## config.mk

```make
export PLATFORM = sky130hd
export DESIGN_NAME = updown_counter_param
export DESIGN_NICKNAME = d
export VERILOG_FILES = /design/src/rtl/updown_counter_param.sv
export SDC_FILE = /design/constraint.sdc
export NUM_CORES = 1
export LEC_CHECK = 0
export BUFFER_PORTS_ARGS = -buffer_cell sky130_fd_sc_hd__buf_4
export CAP_MARGIN = 15
export CORE_MARGIN = 3
export CORE_UTILIZATION = 40
export DETAILED_ROUTE_END_ITERATION = 7
export PLACE_DENSITY = 0.71
export SLEW_MARGIN = 5
export SYNTH_ARGS = -nofsm -noshare
export SYNTH_HDL_FRONTEND = slang
export SYNTH_SLANG_ARGS = --single-unit
```

## constraint.sdc

```tcl
create_clock -name clk -period 1.55 [get_ports clk]
set_input_delay 0.155 -clock clk [delete_from_list [all_inputs] [get_ports clk]]
set_output_delay 0.155 -clock clk [all_outputs]
set_load 0.02 [all_outputs]
```

## src/rtl/updown_counter_param.sv

```systemverilog
// Parametrised up/down counter with prescaler, wrap/saturate ends, parallel load,
// terminal-count pulse and a registered direction digit ('U'/'d') for the lab board.
module updown_counter_param #(
    parameter int WIDTH    = 4,
    parameter int MAX_VAL  = 2**WIDTH - 1,
    parameter bit SATURATE = 1'b0,
    parameter int DIV      = 1
) (
    input  logic             clk,
    input  logic             rst,
    input  logic             en,
    input  logic             up,
    input  logic             load,
    input  logic [WIDTH-1:0] load_val,
    output logic [WIDTH-1:0] out,
    output logic             tc,
    output logic [7:0]       dir_seg,
    output logic             seg_com
);

    localparam int               PRE_W    = (DIV > 1) ? $clog2(DIV) : 1;
    localparam logic [WIDTH-1:0] MAXV     = WIDTH'(MAX_VAL);
    localparam logic [PRE_W-1:0] PRE_LAST = PRE_W'(DIV - 1);
    localparam logic [7:0]       SEG_U    = 8'b0011_1110;
    localparam logic [7:0]       SEG_D    = 8'b0011_1101;

    logic [PRE_W-1:0] pre;
    logic [PRE_W-1:0] pre_nxt;
    logic [WIDTH-1:0] out_nxt;
    logic             tc_nxt;
    logic             step;

    // Loaded values above the terminal value are clamped so out never leaves 0..MAX_VAL.
    function automatic logic [WIDTH-1:0] clamp_load(input logic [WIDTH-1:0] v);
        return (v > MAXV) ? MAXV : v;
    endfunction

    // Returns {terminal, next value}; range ends are compared explicitly, never via overflow.
    function automatic logic [WIDTH:0] step_val(input logic [WIDTH-1:0] v, input logic dir_up);
        logic [WIDTH-1:0] nv;
        logic             term;
        term = 1'b0;
        if (dir_up) begin
            if (v >= MAXV) begin
                term = 1'b1;
                nv   = SATURATE ? MAXV : '0;
            end else begin
                nv = v + WIDTH'(1);
            end
        end else begin
            if (v == '0) begin
                term = 1'b1;
                nv   = SATURATE ? '0 : MAXV;
            end else begin
                nv = v - WIDTH'(1);
            end
        end
        return {term, nv};
    endfunction

    assign step = en && (pre == PRE_LAST);

    always_comb begin
        out_nxt = out;
        pre_nxt = pre;
        tc_nxt  = 1'b0;
        if (load) begin
            out_nxt = clamp_load(load_val);
            pre_nxt = '0;
        end else if (en) begin
            pre_nxt = step ? '0 : pre + PRE_W'(1);
            if (step) begin
                {tc_nxt, out_nxt} = step_val(out, up);
            end
        end
    end

    always_ff @(posedge clk) begin
        dir_seg <= up ? SEG_U : SEG_D;
        if (!rst) begin
            out <= up ? '0 : MAXV;
            pre <= '0;
            tc  <= 1'b0;
        end else begin
            out <= out_nxt;
            pre <= pre_nxt;
            tc  <= tc_nxt;
        end
    end

    assign seg_com = 1'b1;

endmodule
```

Word level (Yosys, flattened, before mapping)
Cells that the tools add are included.
{"block": "totals", "register_bits": 9, "input_bits": 9, "output_inout_bits": 14, "wordCells": 34}
{"block": "classes", "add_sub_neg": 3, "order_cmp": 2, "eq_ne": 2, "mux": 14, "bitwise": 4, "n_reduce_logical": 5}
{"cell": "2-to-1 mux 4 bit", "count": 9}
{"cell": "inequality test 3 x 1 -> 1 bit, second input constant", "count": 2}
{"cell": "adder 4 x 1 -> 4 bit, second input constant", "count": 1}
{"cell": ">= comparator 4 bit, second input constant", "count": 1}
{"cell": "greater-than comparator 4 bit, second input constant", "count": 1}
{"cell": "zero test 4 bit", "count": 1}
{"cell": "2-to-1 mux 1 bit", "count": 4}
{"cell": "inverter 1 bit", "count": 4}
{"cell": "OR reduction 4 bit", "count": 1}
{"cell": "subtractor 4 x 1 -> 4 bit, second input constant", "count": 1}
{"cell": "2-to-1 mux 2 bit", "count": 1}
{"cell": "AND reduction 2 bit", "count": 1}
{"cell": "OR reduction 2 bit", "count": 1}
{"cell": "adder 1 bit, second input constant", "count": 1}
{"cell": "logical AND 1 bit", "count": 1}

Logic depth before layout (Yosys ltp)
{"block": "logic_depth", "ltp_word": 7, "ltp_mapped": 6, "mapped_depth_nobuf": 6}

Worst setup path before layout
No wires, ideal clock.
{"block": "synth_timing", "path_type": "flip-flop to flip-flop", "from": "register out[0]", "to": "register out[0] (data pin)", "setup_ps": 266, "t_arrival_ps": 1430, "required_time_ps": 1284, "slack_ps": -146, "path_stages_with_launch": 7, "path_buffers": 0, "synth_period_minus_slack_ps": 1696, "path_cell_list": "edfxtp_1 > inv_1 > ha_1 > or3b_4 > a21oi_2 > nor3_1 > o22ai_2"}
{"block": "synth_via", "elab_chain_cells": 7, "word_cells_on_any_way": 11, "cone_classes": "2 x add/sub; 1 x order compare; 7 x mux; 1 x reduce/logical"}
{"item": "start: declaration", "line_no": "15", "text": "output logic [WIDTH-1:0] out,"}
{"item": "start signal: assignment", "line_no": "81", "text": "out <= up ? '0 : MAXV;"}
{"item": "start signal: assignment", "line_no": "85", "text": "out <= out_nxt;"}
{"item": "subtractor 4 x 1 -> 4 bit, or another cell as far along", "line_no": "55", "text": "nv = v - WIDTH'(1);"}
{"item": "2-to-1 mux 4 bit, on equally long branches", "line_no": "51, 44"}
{"item": "2-to-1 mux 4 bit (*)", "line_no": "43", "text": "if (dir_up) begin"}
{"item": "2-to-1 mux 4 bit (*)", "line_no": "72", "text": "if (step) begin"}
{"item": "2-to-1 mux 4 bit (*)", "line_no": "70", "text": "end else if (en) begin"}
{"item": "2-to-1 mux 4 bit (*)", "line_no": "67", "text": "if (load) begin"}
{"item": "2-to-1 mux 4 bit (*)", "line_no": "80", "text": "if (!rst) begin"}
Every way passes the cells marked *; elsewhere a longest branch is shown, timed or not. The select of a mux whose other input is x is not followed.
A chain may end at the register's enable or synchronous reset.

Final worst setup path
Same ends and word-level chain as after synthesis.

==> flow_metrics.tcl <==
set metrics [dict create \
    wl_per_cell_um 12.31 \
    syn-cell-area_um2 543.0 \
    finalCritPeriodShare 0.9718 \
    htree_levels 1 \
    timing.rr.start "out[0]" \
    hold_viol 0 \
    io_pins 23 \
    die_x_um 42.85 \
    fmax_mhz 663.9 \
    drv_slew 0 \
    cts.clk_slew.worst_paths_ns 0.05 \
    grt_pass1_vias 388 \
    grt_first_pass_wirelength_um 1711 \
    cts_sinks 8 \
    critical_path.cell_chain "inv_1 > ha_2 > or3b_4 > a21oi_2 > nor3_2 > o22ai_2" \
    dpl.hpwl_um 885.8 \
    r2r-end "out[0]" \
    yosysUniqueCellTypes 31 \
    layout_commonest_cell "buf_4" \
    cp_slowest_cell "edfxtp_1" \
    setup_tns_ns 0 \
    firstDrtPassIters 4 \
    die-area_mm2 0.001836 \
    cts_made_buffers 3 \
    reg2reg_depth 6 \
    cp.required_ns 1.65 \
    end_kind "register" \
    cellLeakagePower_nw 0.3072 \
    power_density_mw_per_mm2 915.2 \
    routed_wl_um 1108 \
    clockRootBuffer "clkbuf_4" \
    grt_max_degree 11 \
    dominantRegCellSynth "edfxtp_1" \
    antennaDiodeCount 0 \
    clk_latency_ns 0.25 \
    cpPeakStageDelay_ns 0.44 \
    synthCells 59 \
    fin_nets 89 \
    synth_top_area_share 0.2212 \
    crit_type "register to register" \
    dpl_cell_area_um2 653.1 \
    antenna_left 0 \
    core_area_mm2 0.001186 \
    drive_gt1_frac 0.3553 \
    final_cell_area_um2 675.6 \
    areaGrowthSynthToFinish_pct 24.42 \
    cts-resized-gates 0 \
    critPathBufInv 1 \
    portBuffers 15 \
    period_needed_ns 1.506 \
    synth.largest_area_cell "edfxtp_1" \
    hold_buffers 0 \
    rsz0062_at_grt "true" \
    rows 12 \
    avgSynthCellArea_um2 9.204 \
    die_y_um 42.85 \
    maxCapViolations 0 \
    path_depth 6 \
    layout_common_cells "buf_4 (18), conb_1 (7), inv_1 (5), nand2_1 (5)" \
    holdCritPathClass "primary input to register" \
    power_uw 618.4 \
    start_util 0.4578 \
    startpoint "out[0]" \
    outcome "finished clean" \
    ys_seq_area_frac 0.3687 \
    clock_skew_ns 0.004907 \
    cts.path.max_buffers 2 \
    ir_worst_vdd_mv 0.4607 \
    vias 456 \
    post_cts_buffers 0 \
    ys_seq_elements 8 \
    yosys-top-cells-area "edfxtp_1 (22%), dfxtp_1 (15%), buf_4 (9.7%)" \
    grt_overflow 0 \
    drc 0 \
    ys_warn_count 0 \
    finalSetupViolations 0 \
    crit_end "out[0]" \
    ff2ff_setup_slack_ns 0.04 \
    crit_path_start_kind "register" \
    critPathMaxFanout 4 \
    cts_tree "done" \
    cp_top_family "flip-flops" \
    grt_usage 0.1298 \
    synth_enable_flop_cells 4 \
    antenna_found_initial 0 \
    synth_async_sr_flop_share 0 \
    drt_iter0_drc 7 \
    cp.arrival_ns 1.61 \
    gp_congestion 0.7208 \
    viasPerCell 5.067 \
]
-- cell usage after synthesis (2+ instances only) --
master,count
a31oi_1,2
buf_4,7
conb_1,2
dfxtp_1,4
edfxtp_1,4
ha_1,2
inv_1,5
nand2_1,5
nand2b_1,2
nor3_1,2
o21ai_0,4
-- kinds of logic (layout without fill, tap and decap cells) --
group / count (synthesis) / after routing / share of synthesized area
other cells: 2 / 7 / 0.01383
fa+ha+maj: 2 / 2 / 0.04608
compound gates: 16 / 16 / 0.2212
simple gates: 15 / 15 / 0.1544
mux: 1 / 1 / 0.01843
xor+xnor: 1 / 1 / 0.01613
flops: 8 / 8 / 0.3687
buf+inv: 14 / 26 / 0.1613
-- cell type report --
type,instances,area (um^2)
Inverter,5,18.77
Sequential cell,8,200.2
Timing Repair Buffer,18,135.1
Tap cell,14,17.52
Fill cell,117,510.5
Clock buffer,3,22.52
Multi-Input combinational cell,42,281.5
-- worst register-to-register path: stages (launching register included) --
cell	delay [ns]
edfxtp_1	0.44
inv_1	0.09
ha_2	0.18
or3b_4	0.38
a21oi_2	0.14
nor3_2	0.06
o22ai_2	0.08
-- stage by stage --
step / util / cells / hold slack (ns) / setup WS [ns]
CTS: 0.5696 / 90 / 0.06331 / 0.03543
finish: 0.5696 / 90 / 0.07138 / 0.04377
detailed placement: 0.5506 / 87 / 0.3330 / 0.05394
global placement: 0.5506 / 87 / 0.3303 / 0.07997
floorplan: - / 64 / 0.1827 / -0.07195
global route: 0.5696 / 90 / 0.06415 / -0.004409
-- layer usage --
metal | up-vias | GRT usage | routed length (um)
met1 | 203 | 0.1499 | 471
li1 | 232 | - | -
met5 | - | 0 | 0
met2 | 21 | 0.2096 | 528
met4 | 0 | 0.05590 | 0
met3 | 0 | 0.05085 | 108
-- report_power, final --
part           total [mW]  internal, mW  switching [mW]
logic               0.201        0.0907           0.111
clock network       0.157        0.0884          0.0683
registers           0.260         0.243          0.0172
total               0.618         0.422           0.196
-- registers in the layout, indices dropped and copies added, names as in the netlist --
register  flops
pre           1
out           4
dir_seg       2
tc            1
-- worst min path at each step --
| stage | endpoint | depth (start not counted) | startpoint |
|---|---|---|---|
| floorplan | dir_seg[1] | 0 | up |
| global placement | pre | 2 | en |
| detailed placement | pre | 2 | en |
| CTS | pre | 2 | en |
| global route | pre | 2 | en |
| finish | pre | 2 | en |
Note: power is estimated with default switching activity, not from simulation.
